<file path="src/rtl/hs_region_engine_if.sv">
// Request/response handshake between the bridge-side request FIFO and the
// high-score region engine.
interface hs_region_engine_if #(
  parameter int OFF_W = 7
) ();
  logic             req_valid;
  logic             req_ready;
  logic [OFF_W-1:0] req_offset;
  logic             req_write;
  logic [7:0]       req_wdata;
  logic             rsp_valid;
  logic [7:0]       rsp_data;

  modport master (
    output req_valid, req_offset, req_write, req_wdata,
    input  req_ready, rsp_valid, rsp_data
  );

  modport slave (
    input  req_valid, req_offset, req_write, req_wdata,
    output req_ready, rsp_valid, rsp_data
  );
endinterface

</file>
<file path="src/rtl/hs_region_engine.sv">
// High-score access engine: maps a flat save-image offset onto discontiguous
// RAM regions, one access at a time, and snoops CPU writes for a dirty flag.
module hs_region_engine #(
  parameter int                            NUM_REGIONS = 2,
  parameter int                            ADDR_W      = 12,
  parameter int                            OFF_W       = 7,
  parameter logic [NUM_REGIONS*ADDR_W-1:0] REGION_BASE = {12'h57e, 12'h620},
  parameter logic [NUM_REGIONS*OFF_W-1:0]  REGION_LEN  = {7'd3, 7'd80},
  parameter int                            RD_LATENCY  = 1,
  parameter logic [7:0]                    FILL_BYTE   = 8'hFF
) (
  input  logic              jb_core_clk,
  input  logic              reset_n,
  hs_region_engine_if.slave hs,
  output logic [ADDR_W-1:0] ram_addr_o,
  output logic              ram_we_o,
  output logic [7:0]        ram_wdata_o,
  input  logic [7:0]        ram_rdata_i,
  input  logic              cpu_wr_i,
  input  logic [ADDR_W-1:0] cpu_addr_i,
  input  logic              dirty_clr_i,
  output logic              dirty_o,
  output logic [OFF_W:0]    total_len_o,
  output logic              busy_o
);

  typedef enum logic [1:0] {IDLE, ISSUE, WAIT, RESP} state_e;

  function automatic logic [OFF_W:0] regionLen(input int k);
    return {1'b0, REGION_LEN[k*OFF_W +: OFF_W]};
  endfunction

  function automatic logic [OFF_W:0] regionStart(input int k);
    logic [OFF_W:0] s;
    s = '0;
    for (int j = 0; j < NUM_REGIONS; j++) begin
      if (j < k) s = s + regionLen(j);
    end
    return s;
  endfunction

  localparam logic [OFF_W:0] TOTAL_LEN = regionStart(NUM_REGIONS);

  if (NUM_REGIONS < 1 || NUM_REGIONS > 8) begin : gBadRegions
    $error("hs_region_engine: NUM_REGIONS must be 1..8");
  end
  if (RD_LATENCY < 1 || RD_LATENCY > 4) begin : gBadLatency
    $error("hs_region_engine: RD_LATENCY must be 1..4");
  end
  if (int'(TOTAL_LEN) > (1 << OFF_W)) begin : gBadTotal
    $error("hs_region_engine: total region length exceeds the offset space");
  end

  state_e            state_q, state_d;
  logic              accept;
  logic              ready_q;
  logic [ADDR_W-1:0] addr_q;
  logic              mapped_q;
  logic              write_q;
  logic [7:0]        wdata_q;
  logic [1:0]        cnt_q;
  logic [7:0]        rspData_q;
  logic              dirty_q;
  logic              waitLast;
  logic [OFF_W:0]    offExt;
  logic              lookMapped;
  logic [ADDR_W-1:0] lookAddr;
  logic              cpuHit;

  assign offExt   = {1'b0, hs.req_offset};
  assign waitLast = (cnt_q == 2'(RD_LATENCY - 1));

  // Region decode of the incoming offset; only ever captured into addr_q at accept.
  always_comb begin
    lookMapped = 1'b0;
    lookAddr   = '0;
    for (int k = 0; k < NUM_REGIONS; k++) begin
      if (offExt >= regionStart(k) && offExt < regionStart(k) + regionLen(k)) begin
        lookMapped = 1'b1;
        lookAddr   = REGION_BASE[k*ADDR_W +: ADDR_W] + ADDR_W'(offExt - regionStart(k));
      end
    end
  end

  always_comb begin
    cpuHit = 1'b0;
    for (int k = 0; k < NUM_REGIONS; k++) begin
      if ({1'b0, cpu_addr_i} >= {1'b0, REGION_BASE[k*ADDR_W +: ADDR_W]} &&
          {1'b0, cpu_addr_i} <  {1'b0, REGION_BASE[k*ADDR_W +: ADDR_W]} +
                                (ADDR_W+1)'(REGION_LEN[k*OFF_W +: OFF_W]))
        cpuHit = 1'b1;
    end
  end

  always_ff @(posedge jb_core_clk) begin
    if (!reset_n) state_q <= IDLE;
    else          state_q <= state_d;
  end

  always_comb begin
    state_d = state_q;
    accept  = 1'b0;
    case (state_q)
      IDLE: begin
        if (hs.req_valid && ready_q) begin
          accept  = 1'b1;
          state_d = ISSUE;
        end
      end
      ISSUE:   state_d = write_q ? IDLE : WAIT;
      WAIT:    if (waitLast) state_d = RESP;
      RESP:    state_d = IDLE;
      default: state_d = IDLE;
    endcase
  end

  // ready_q lags reset release by one cycle so nothing is accepted on the exit edge.
  always_ff @(posedge jb_core_clk) begin
    if (!reset_n) begin
      ready_q   <= 1'b0;
      addr_q    <= '0;
      mapped_q  <= 1'b0;
      write_q   <= 1'b0;
      wdata_q   <= '0;
      cnt_q     <= '0;
      rspData_q <= '0;
      dirty_q   <= 1'b0;
    end else begin
      ready_q <= (state_d == IDLE);
      if (accept) begin
        addr_q   <= lookMapped ? lookAddr : '0;
        mapped_q <= lookMapped;
        write_q  <= hs.req_write;
        wdata_q  <= hs.req_wdata;
      end
      if (state_q == ISSUE)     cnt_q <= '0;
      else if (state_q == WAIT) cnt_q <= cnt_q + 2'd1;
      if (state_q == WAIT && waitLast)
        rspData_q <= mapped_q ? ram_rdata_i : FILL_BYTE;
      if (cpu_wr_i && cpuHit) dirty_q <= 1'b1;
      else if (dirty_clr_i)   dirty_q <= 1'b0;
    end
  end

  assign hs.req_ready  = ready_q;
  assign hs.rsp_valid  = (state_q == RESP);
  assign hs.rsp_data   = rspData_q;
  assign ram_addr_o    = addr_q;
  assign ram_we_o      = (state_q == ISSUE) && write_q && mapped_q;
  assign ram_wdata_o   = ram_we_o ? wdata_q : 8'h00;
  assign dirty_o       = dirty_q;
  assign total_len_o   = TOTAL_LEN;
  assign busy_o        = (state_q != IDLE);

endmodule

</file>
<file path="src/flat_wrapper.sv">
// flat-port wrapper written by rule: the top's interface ports become plain ports
module hs_region_engine_flat 
#(
  parameter int                            NUM_REGIONS = 2,
  parameter int                            ADDR_W      = 12,
  parameter int                            OFF_W       = 7,
  parameter logic [NUM_REGIONS*ADDR_W-1:0] REGION_BASE = {12'h57e, 12'h620},
  parameter logic [NUM_REGIONS*OFF_W-1:0]  REGION_LEN  = {7'd3, 7'd80},
  parameter int                            RD_LATENCY  = 1,
  parameter logic [7:0]                    FILL_BYTE   = 8'hFF
)
  (jb_core_clk, reset_n, ram_addr_o, ram_we_o, ram_wdata_o, ram_rdata_i, cpu_wr_i, cpu_addr_i, dirty_clr_i, dirty_o, total_len_o, busy_o, hs_req_valid, hs_req_offset, hs_req_write, hs_req_wdata, hs_req_ready, hs_rsp_valid, hs_rsp_data);
  hs_region_engine_if #(.OFF_W(OFF_W)) hs_i ();
  input  logic jb_core_clk;
  input  logic reset_n;
  output logic [ADDR_W-1:0] ram_addr_o;
  output logic ram_we_o;
  output logic [7:0] ram_wdata_o;
  input  logic [7:0] ram_rdata_i;
  input  logic cpu_wr_i;
  input  logic [ADDR_W-1:0] cpu_addr_i;
  input  logic dirty_clr_i;
  output logic dirty_o;
  output logic [OFF_W:0] total_len_o;
  output logic busy_o;
  input wire logic [$bits(hs_i.req_valid)-1:0] hs_req_valid;
  input wire logic [$bits(hs_i.req_offset)-1:0] hs_req_offset;
  input wire logic [$bits(hs_i.req_write)-1:0] hs_req_write;
  input wire logic [$bits(hs_i.req_wdata)-1:0] hs_req_wdata;
  output wire logic [$bits(hs_i.req_ready)-1:0] hs_req_ready;
  output wire logic [$bits(hs_i.rsp_valid)-1:0] hs_rsp_valid;
  output wire logic [$bits(hs_i.rsp_data)-1:0] hs_rsp_data;
  assign hs_i.req_valid = hs_req_valid;
  assign hs_i.req_offset = hs_req_offset;
  assign hs_i.req_write = hs_req_write;
  assign hs_i.req_wdata = hs_req_wdata;
  assign hs_req_ready = hs_i.req_ready;
  assign hs_rsp_valid = hs_i.rsp_valid;
  assign hs_rsp_data = hs_i.rsp_data;
  hs_region_engine #(.NUM_REGIONS(NUM_REGIONS), .ADDR_W(ADDR_W), .OFF_W(OFF_W), .REGION_BASE(REGION_BASE), .REGION_LEN(REGION_LEN), .RD_LATENCY(RD_LATENCY), .FILL_BYTE(FILL_BYTE)) u_core (.jb_core_clk(jb_core_clk), .reset_n(reset_n), .hs(hs_i), .ram_addr_o(ram_addr_o), .ram_we_o(ram_we_o), .ram_wdata_o(ram_wdata_o), .ram_rdata_i(ram_rdata_i), .cpu_wr_i(cpu_wr_i), .cpu_addr_i(cpu_addr_i), .dirty_clr_i(dirty_clr_i), .dirty_o(dirty_o), .total_len_o(total_len_o), .busy_o(busy_o));
endmodule
</file>
<file path="config.mk">
export PLATFORM = sky130hd
export DESIGN_NAME = hs_region_engine_flat
export DESIGN_NICKNAME = d
export VERILOG_FILES = /design/src/rtl/hs_region_engine_if.sv /design/src/rtl/hs_region_engine.sv /design/src/flat_wrapper.sv
export SDC_FILE = /design/constraint.sdc
export NUM_CORES = 1
export LEC_CHECK = 0
export ABC_AREA = 0
export ABC_CLOCK_PERIOD_IN_PS = 1550
export CORE_AREA = 2 2 73 75
export CTS_CLUSTER_DIAMETER = 120
export DETAILED_ROUTE_END_ITERATION = 8
export DIE_AREA = 0 0 75 77
export HOLD_SLACK_MARGIN = 0.12
export PLACE_DENSITY_LB_ADDON = 0.08
export REMOVE_ABC_BUFFERS = 1
export SLEW_MARGIN = 0
export SYNTH_ARGS = -nofsm -noshare
export SYNTH_HDL_FRONTEND = slang
export SYNTH_SLANG_ARGS = --single-unit
</file>
<file path="constraint.sdc">
create_clock -name jb_core_clk -period 1.55 [get_ports jb_core_clk]
set_input_delay 0.155 -clock jb_core_clk [delete_from_list [all_inputs] [get_ports jb_core_clk]]
set_output_delay 0.155 -clock jb_core_clk [all_outputs]
set_load 0.01 [all_outputs]
</file>
==> parameters.txt <==
Parameter                              Value

Run status
  Outcome ... finished clean

Logic synthesis
  Largest area contributor in the synthesized netlist ... sky130_fd_sc_hd__dfxtp_1
  Top cells by area in the synthesized netlist ... sky130_fd_sc_hd__dfxtp_1, sky130_fd_sc_hd__ha_1, sky130_fd_sc_hd__nand2_1, sky130_fd_sc_hd__nand3b_1, sky130_fd_sc_hd__o211a_1
  Post-Syn Area ... 0.00181 sq mm
  Unique cell type count in the Yosys netlist ... 42
  Area fraction of the dominant cell type after synthesis ... 0.376
  Cell count after synthesis ... 215
  Sequential fraction of the synthesis area ... 0.376
  Post-Syn Area per Cell ... 8.42 sq um
  Leading cell type by number of instances after synthesis ... sky130_fd_sc_hd__dfxtp_1
  Most instantiated flip-flop cell in the synthesis netlist ... sky130_fd_sc_hd__dfxtp_1
  Number of warnings reported in the yosys synthesis log ... 0
  Post-synth top cells ... sky130_fd_sc_hd__dfxtp_1, sky130_fd_sc_hd__nand2_1, sky130_fd_sc_hd__nand3b_1
  Share of flip-flops with an asynchronous set or reset after synthesis ... 0
  Number of synthesized flops with an enable pin ... 0
  Flops & latches, synth ... 34

Route
  WL met2 ... 1950 um
  Total length of routed wires ... just under 5000 um
  Number of routed nets with antenna violations ... 0
  Total DRC errors in the routed layout ... 0
  DR WL/cell ... 12.6 um
  Metal1 wirelength ... 2340 um
  DR WL met3 ... around 490 um
  First-pass iteration count of the detailed router ... 4
  Iteration-0 DRC Markers ... 89
  Vias per inst ... 4.75
  Top sig layer ... met4
  Vias after detailed routing ... 1820

Critical path
  Depth of the worst register-to-register path ... 6
  Highest net fanout along the worst path ... 5
  Critical Path Stages ... 5
  Kind of launch point of the worst setup path ... flip-flop
  Slowest cell on crit path ... sky130_fd_sc_hd__dfxtp_2
  Bufs and invs on worst path ... 2
  Data required time of the worst path ... roughly 1.4 ns
  Category of cells accounting for the largest share of critical-path delay ... simple AND/OR/NAND/NOR gates
  Critical Path AT ... 1.34 ns
  Crit-path cells ... nor2b_4 -> buf_6 -> and3_4 -> and2_1 -> buf_2
  Category of the worst setup path capture point ... output port
  Beginning of the worst register-to-register path ... u_core.state_q[1]
  Peak per-stage delay on the critical path ... 0.34 ns
  Crit. Startpoint ... u_core.state_q[0]
  Start-to-end type of the worst setup path ... flip-flop to output port

Global routing
  Number of antenna violations at the first check in global routing ... 0
  Remaining global-route overflow ... 0
  Global-route wire length before repair ... 7720 um
  Overall global routing resource usage ... 0.170
  Maximum number of pins on one net before global-route repair ... 21
  Vias in the first global route ... between 1500 and 2000

Timing
  Final setup vio count ... 0
  Period utilization ... 0.963
  Pins over their slew limit ... 0
  Setup repair after global routing missed its margin ... true
  Worst setup slack after layout ... between 0.05 and 0.06 ns
  Minimum period implied by the final worst setup slack ... ~1.5 ns
  Final worst clock skew ... between 0.005 and 0.006 ns
  Highest achievable clock rate ... 670 MHz
  Final hold viol count ... 0
  Setup total negative slack ... 0 ns
  Worst hold-check slack ... ~0.35 ns

Pwr
  Total Power Consumption ... between 2 and 2.5 mW
  Power share of the combinational group ... 0.276
  LEAKAGE ... between 1 and 1.5 nW
  Proportion of power drawn by the clock network ... 0.296
  Internal power of the cells ... 1.66 mW
  Proportion of total power due to net switching ... 0.283
  Peak ir drop on the vdd network ... approximately 500 uV
  Sequential cell fraction of total power ... 0.428
  Net switching power figure ... 0.657 mW
  Total power density per cell area ... 788 mW/mm^2

Final layout
  Fraction of final layout cells with drive strength greater than 1 ... 0.227
  Fill cell instance count of the final layout ... 467
  Layout Area Growth over Synthesis ... 62.6%
  Nets@finish ... 362
  Inserted Diodes ... 0

Floorplanning
  Die Ht ... a little under 80 um
  Die span in x ... 75 um
  Ports placed on the boundary ... 82
  Core Footprint ... 0.00498 sq mm
  Starting density of the core ... 0.363
  Area of the die ... 0.00578 sq mm
  Row count ... 26

CTS
  Hold-fix buffer count after cts ... 0
  Cts bufs inserted ... 5
  Sink Count ... 34
  TritonCTS clock tree ... built
  Worst skew pair latency ... 0.28 ns
  Clock input transition at the sequential cells of the worst setup and hold paths ... 0.07 ns
  H-tree Lvls ... 2
  Root buffer selected by CTS ... sky130_fd_sc_hd__clkbuf_8
  Maximum count of clock buffers along a single path ... 2

Place
  Dpl hpwl ... 3490 um
  GP Congestion ... between 0.8 and 0.9
  Quantity of I/O buffers inserted on ports ... 72
  DP Worst Slack ... -0.658 ns

Worst hold path
  Worst min-delay path category ... input pin to flip-flop
  Min-Delay Startpoint ... hs_req_offset[5]
  Hold-critical path depth ... 5

Job
  Max-Cap Viols ... 0
==> registers in the layout (all words and copies together) (netlist names) <==
| name | cells |
|---|---|
| u_core.dirty_o | 1 |
| u_core.cnt_q | 2 |
| u_core.wdata_q | 8 |
| u_core.ram_addr_o | 11 |
| u_core.state_q | 2 |
| u_core.write_q | 1 |
| u_core.hs.req_ready | 1 |
| u_core.hs.rsp_data | 8 |
==> stage by stage <==
step                std cells  utilization  instance area (sq um)
floorplan                 201            -                   1720
global placement          372        0.554                   2760
detailed placement        372        0.554                   2760
CTS                       383        0.582                   2900
global route              383        0.591                   2940
finish                    383        0.591                   2940
==> layer usage <==
| layer | track usage | vias up |
|---|---|---|
| met5 | 0 | - |
| met1 | 0.249 | 811 |
| li1 | - | 927 |
| met4 | 0.0536 | 0 |
| met2 | 0.236 | 76 |
| met3 | 0.0526 | 6 |
==> logic make-up (layout without fill, tap and decap cells) <==
group	count (synthesis)	after routing	share of synthesized area
and+or+nand+nor	86	87	0.257
AOI/OAI and AO/OA	49	49	0.195
DFF	34	34	0.376
buffers and inverters	31	121	0.0864
adders and majority gates	9	9	0.0622
xor gates and xnor gates	4	4	0.0194
other	2	9	0.00415
==> power groups by stage <==
stage	combinational (mW)	sequential, mW	clock, mW
5_1_grt	0.705	1.00	0.753
3_3_place_gp	0.613	1.00	0
4_1_cts	0.631	0.990	0.713
3_5_place_dp	0.612	1.00	0
2_1_floorplan	0.215	1.03	0
6_report	0.641	0.992	0.686
==> cell usage in the layout (no fill, tap or decap), types with 7 or more instances in the layout <==
cell and instances:
sky130_fd_sc_hd__clkdlybuf4s50_1 55, sky130_fd_sc_hd__inv_1 8, sky130_fd_sc_hd__o211a_1 8, sky130_fd_sc_hd__nand2_1 28, sky130_fd_sc_hd__buf_4 28, sky130_fd_sc_hd__nand3b_1 12
sky130_fd_sc_hd__o21ai_0 7, sky130_fd_sc_hd__dfxtp_1 31, sky130_fd_sc_hd__conb_1 9, sky130_fd_sc_hd__nor2_1 9, sky130_fd_sc_hd__a21oi_1 10, sky130_fd_sc_hd__ha_1 7
sky130_fd_sc_hd__and2_1 7
==> worst min-delay path, delay by kind of cell <==
| family | cells | cell delay (ns) |
|---|---|---|
| AOI/OAI and AO/OA | 1 | 0.08 |
| buffers and inverters | 3 | 0.28 |
| and+or+nand+nor | 1 | 0.07 |
==> repair_timing <==
| action | in CTS | in global routing |
|---|---|---|
| gates cloned | 1 | 0 |
| endpoints found under the hold margin | 0 | 0 |
| resized for setup | 53 | 30 |
| setup endpoints to repair | 22 | 20 |
| pin swaps | 6 | 12 |
| buffers inserted | 2 | 2 |
==> final cells by class <==
| class | count | area, sq um | share of cell area |
|---|---|---|---|
| clock buffers | 6 | 82.6 | 0.0281 |
| clock inverters | 2 | 12.5 | 0.00425 |
| inverters | 10 | 37.5 | 0.0128 |
| multi-input cells | 158 | 1100 | 0.374 |
| flip-flops and latches | 34 | 684 | 0.233 |
| well taps | 70 | 87.6 | 0.0298 |
| repair buffers | 103 | 936 | 0.318 |
==> path summary, 6_finish.rpt <==
| kind | to | slack, ns |
|---|---|---|
| setup / recovery | ram_wdata_o[4] | 0.06 |
| hold reg to reg | u_core.wdata_q[2] | 0.45 |
| setup reg to reg | u_core.ram_addr_o[6] | 0.11 |
| hold / removal | u_core.ram_addr_o[5] | 0.35 |
No activity file was read; power rests on OpenSTA's default activity.
==> RTL edit 1, RTL diff (same flow settings) <==
`OFF_W` is set to 7 in 3 places; all go to 6.
--- a/src/rtl/hs_region_engine_if.sv
+++ b/src/rtl/hs_region_engine_if.sv
@@ -1,7 +1,7 @@
 // Request/response handshake between the bridge-side request FIFO and the
 // high-score region engine.
 interface hs_region_engine_if #(
-  parameter int OFF_W = 7
+  parameter int OFF_W = 6
 ) ();
   logic             req_valid;
   logic             req_ready;
--- a/src/rtl/hs_region_engine.sv
+++ b/src/rtl/hs_region_engine.sv
@@ -3,7 +3,7 @@
 module hs_region_engine #(
   parameter int                            NUM_REGIONS = 2,
   parameter int                            ADDR_W      = 12,
-  parameter int                            OFF_W       = 7,
+  parameter int                            OFF_W       = 6,
   parameter logic [NUM_REGIONS*ADDR_W-1:0] REGION_BASE = {12'h57e, 12'h620},
   parameter logic [NUM_REGIONS*OFF_W-1:0]  REGION_LEN  = {7'd3, 7'd80},
   parameter int                            RD_LATENCY  = 1,
--- a/src/flat_wrapper.sv
+++ b/src/flat_wrapper.sv
@@ -3,7 +3,7 @@
 #(
   parameter int                            NUM_REGIONS = 2,
   parameter int                            ADDR_W      = 12,
-  parameter int                            OFF_W       = 7,
+  parameter int                            OFF_W       = 6,
   parameter logic [NUM_REGIONS*ADDR_W-1:0] REGION_BASE = {12'h57e, 12'h620},
   parameter logic [NUM_REGIONS*OFF_W-1:0]  REGION_LEN  = {7'd3, 7'd80},
   parameter int                            RD_LATENCY  = 1,
Ports: changed (resized hs_req_offset and total_len_o); port bits go from 82 to 80. No check against the original RTL was run, so the function may have changed too.
==> RTL edit 1 against the unedited design <==
  * Non-clock buffer count shrank 6
  * Synthesized cell count shrank 7.9%
  * Wire length shrank 6.8%
  * Power shrank 0.66%
  * Setup slack lost 0.0064 ns
  * Sequential cell count is the same
  * Synthesized area shrank 3.7%
  * Largest cell class unchanged
  * Highest routed layer unchanged
  * Worst hold slack gained 0.078 ns
  * Design area shrank 7.1%
  * Count of clock-buffer cells in the layout grew 1
==> RTL edit 1: results (changes against the unedited design) <==
[placement]
hpwlAfterDp_mm = 3.04  ; was 3.49 mm
dp_worst_setup_slack_ns = -0.181  ; was -0.658 ns
gp_congestion = 0.825  ; was 0.848
dpl-instance-area_um2 = 2640  ; was 2760 µm²
port-buffer-count = 71  ; was 72

[global_route]
grt_max_degree = 30  ; was 21
grt_use_total_pct = 15.5  ; was 17.0%
grt_pass1_wl_mm = 6.98  ; was 7.72 mm
grt_pass1_vias = 1600  ; was 1636

[final_layout]
fin_nets = 333  ; was 362
nFillCells = 485  ; was 467
layout-drive-gt1-share_pct = 16.3  ; was 22.7%

[detailed_routing]
drt-initial-drc-count = 55  ; was 89
wl_mm = 4.52  ; was 4.84 mm
avgViaCountPerCell = 4.69  ; was 4.75
first_pass_iters = 4  ; unchanged

[yosys]
yosysUniqueCellTypes = 43  ; was 42
synth_area_leaders = dfxtp_1 (39%), a21boi_0 (5.6%), buf_4 (5.6%)  ; was dfxtp_1 (38%), ha_1 (6.2%), nand2_1 (5.8%)
yosys_warnings = 0  ; unchanged

[sta]
skew_ns = 0.00744  ; was 0.00510 ns

[power_and_ir_drop]
p_int_mw = 1.66  ; about the same
vdd_drop_max_uv = 472  ; was 498 µV
power_leakage_nw = 1.21  ; was 1.28 nW

[run_status]
outcome = completed  ; unchanged

[cts]
clk_pin_slew_worst_paths_ns = 0.08

## RTL edit 1: cell count changes in the layout (fill, tap and decap cells not counted), moves of 4 or more
cell | unedited run | this run
and2_4 | 4 | 0
clkdlybuf4s50_1 | 55 | 59
buf_6 | 6 | 0
a21oi_1 | 10 | 4
nand3_1 | 6 | 1
a21boi_0 | 3 | 13
buf_4 | 28 | 24
## RTL edit 1: stage by stage
stage / hold slack (ns) / std cells
2_1_floorplan: 0.273 / 182
3_3_place_gp: 0.446 / 347
3_5_place_dp: 0.451 / 347
4_1_cts: 0.425 / 358
5_1_grt: 0.457 / 358
6_report: 0.428 / 358
## RTL edit 1: critical path, stage by stage (launching register included)
cell,delay [ns]
dfxtp_2,0.34
and4b_2,0.32
and2_1,0.13
dlygate4sd2_1,0.27
## RTL edit 1: worst paths after layout
| path | start | to | cells after the start | slack, ns |
|---|---|---|---|---|
| worst max-delay path | u_core.state_q[1] | ram_wdata_o[0] | 3 | 0.05 |
| worst min-delay path | hs_req_wdata[2] | u_core.wdata_q[2] | 3 | 0.43 |
| worst max register to register | u_core.state_q[1] | u_core.hs.rsp_data[4] | 6 | 0.17 |
| worst min register to register | u_core.wdata_q[6] | u_core.wdata_q[6] | 2 | 0.46 |
## RTL edit 1: cells by family after synthesis
family                   Yosys count  synth area share, %
multiplexers                       1                0.575
adder cells (fa/ha/maj)            6                 4.31
AND/OR/NAND/NOR                   73                 22.9
flip-flops                        34                 39.1
XOR/XNOR                           2                 1.01
AO/OA/AOI/OAI                     50                 22.3
other                              2                0.431
buffers and inverters             30                 9.34
## RTL edit 1: power groups by stage
| stage | registers, mW | logic [mW] | clock network (mW) |
|---|---|---|---|
| finish | 1.00 | 0.617 | 0.681 |
| global route | 1.02 | 0.676 | 0.739 |
| CTS | 1.00 | 0.625 | 0.706 |
| detailed placement | 1.02 | 0.622 | 0 |
| global placement | 1.01 | 0.619 | 0 |
| floorplan | 1.05 | 0.209 | 0 |
## RTL edit 1: layer usage
| layer | global-route usage, % | part of all wire, % |
|---|---|---|
| met5 | 0 | 0 |
| met1 | 19.3 | 47 |
| met4 | 3.21 | 0.42 |
| met3 | 4.07 | 7.0 |
| met2 | 26.2 | 46 |
## RTL edit 1: final cells by class
class                           instances  area [µm²]  share of cell area, %
Sequential cell                        34         686                   25.1
Clock inverter                          1        5.00                  0.183
Clock buffer                            7        86.3                   3.16
Tap cell                               70        87.6                   3.20
Multi-Input combinational cell        141         935                   34.2
Timing Repair Buffer                   97         905                   33.1
Inverter                                8        30.0                   1.10
## RTL edit 1: what timing repair did
action | in CTS | in global routing
gates resized for setup | 24 | 4
setup endpoints to repair | 11 | 4
gates cloned | 1 | 0
hold buffers | 0 | 0
setup buffers | 2 | 0
==> RTL edit 2, RTL diff (config.mk and constraints unchanged) <==
Without the edit above. Re-encode `state_e` (4 states) as one-hot, 4 bits wide.
--- a/src/rtl/hs_region_engine.sv
+++ b/src/rtl/hs_region_engine.sv
@@ -24,7 +24,7 @@
   output logic              busy_o
 );
 
-  typedef enum logic [1:0] {IDLE, ISSUE, WAIT, RESP} state_e;
+  typedef enum logic [3:0] {IDLE = 4'b0001, ISSUE = 4'b0010, WAIT = 4'b0100, RESP = 4'b1000} state_e;
 
   function automatic logic [OFF_W:0] regionLen(input int k);
     return {1'b0, REGION_LEN[k*OFF_W +: OFF_W]};
Check against the original RTL: same outputs for any inputs over 10 cycles, from zero or initial values and one cycle with reset_n low; not proved beyond that.
==> RTL edit 2 against the unedited design <==
  * The run now ends with setup timing left
  * Register-to-register slack lost 0.23 ns
  * Design area grew 6.8%
  * Cell count is 7.3% higher
  * Synthesized cell count rose by 9.8%
  * Sequential share of layout area is 0.14 points lower
  * Global-route usage about the same
  * Sequential cell count increased by 2
  * Worst hold slack got worse by 0.036 ns
  * Wire length increased by 3.2%
  * Clock skew hardly changed
  * Synthesized area increased by 4.1%
  * Setup slack got worse by 0.18 ns
  * Power is 13% lower
  * Critical endpoint is now u_core.ram_addr_o[6]
  * Largest cell class unchanged
  * Largest power group unchanged
==> RTL edit 2: results (changes against the unedited design) <==
[run_status]
outcome = finished, violations left  ; was completed
failed_checks = setup timing

[yosys]
synth_area_per_cell_um2 = 7.98  ; was 8.42 µm²
muxShareOfSynthArea_pct = 0.598  ; was 0%
synth-adder-area-share_pct = 5.98  ; was 6.22%
synth_common_cells = dfxtp_1 (36), nand2_1 (32), a21oi_1 (20), inv_1 (18), nor2_1 (14)  ; was dfxtp_1 (34), nand2_1 (28), nand3b_1 (12), and2_1 (11)
yosys.area_share.xor_xnor_pct = 1.86  ; was 1.94%
synth_seq_area_share_pct = 38.2  ; was 37.6%

[sta]
setup_viol = 3  ; was 0
worst_slack_ns = -0.122  ; was 0.0572 ns

[placement]
dpl-instance-area_um2 = 2870  ; was 2760 µm²
dp_worst_setup_slack_ns = -0.474  ; was -0.658 ns

[final_layout]
final_core_util_pct = 63.1  ; was 59.1%
multi_input_gates = 165  ; was 158
fin_nets = 391  ; was 362
nFillCells = 448  ; was 467
layout-drive-gt1-share_pct = 25.5  ; was 22.7%
multi_input_area_um2 = 1120  ; was 1100 µm²
inverters_excl_clock = 19  ; was 10

[power_and_ir_drop]
power_leakage_nw = 1.40  ; was 1.28 nW
switching_share_pct = 26.0  ; was 28.3%
pg_clk_mw = 0.625  ; was 0.686 mW
vdd_drop_max_uv = 289  ; was 498 µV

[detailed_routing]
num_vias = 1949  ; was 1820
wl_met3_um = 239  ; was 487 µm
drt-initial-drc-count = 63  ; was 89
wl_mm = 5.00  ; was 4.84 mm

[min_path]
min_path_cells = 4  ; was 5
min_to = u_core.dirty_o  ; was u_core.ram_addr_o[5]

[worst_setup_path]
slowest_stage = or4b_4  ; was dfxtp_2
crit_path_max_fanout = 3  ; was 5

[global_route]
met1_usage_pct = 21.0  ; was 24.9%
busiest_layer = met2  ; was met1
grt_pass1_vias = 1762  ; was 1636

[cts]
cts-resized-gates = 71  ; was 53

[RTL edit 2: cell count changes after synthesis, sizes merged, moves of 3 or more]
cell | unedited run | this run
a21boi | 6 | 0
a21oi | 10 | 20
a311oi | 1 | 8
inv | 10 | 18
nand2 | 28 | 33
nand3 | 6 | 10
nand3b | 12 | 3
nor2 | 10 | 14
nor4b | 1 | 4
o211a | 8 | 1
[RTL edit 2: worst max path at each step]
stage / start / end / slack (ns) / cells after the start
floorplan: u_core.state_q[1] / u_core.ram_addr_o[6] / -0.34 / 5
detailed placement: hs_req_offset[5] / u_core.ram_addr_o[6] / -0.47 / 8
finish: u_core.state_q[1] / u_core.ram_addr_o[6] / -0.12 / 5
global placement: hs_req_offset[5] / u_core.ram_addr_o[6] / -0.42 / 8
global route: u_core.state_q[1] / u_core.ram_addr_o[6] / -0.22 / 5
CTS: u_core.state_q[3] / u_core.ram_addr_o[6] / -0.13 / 5
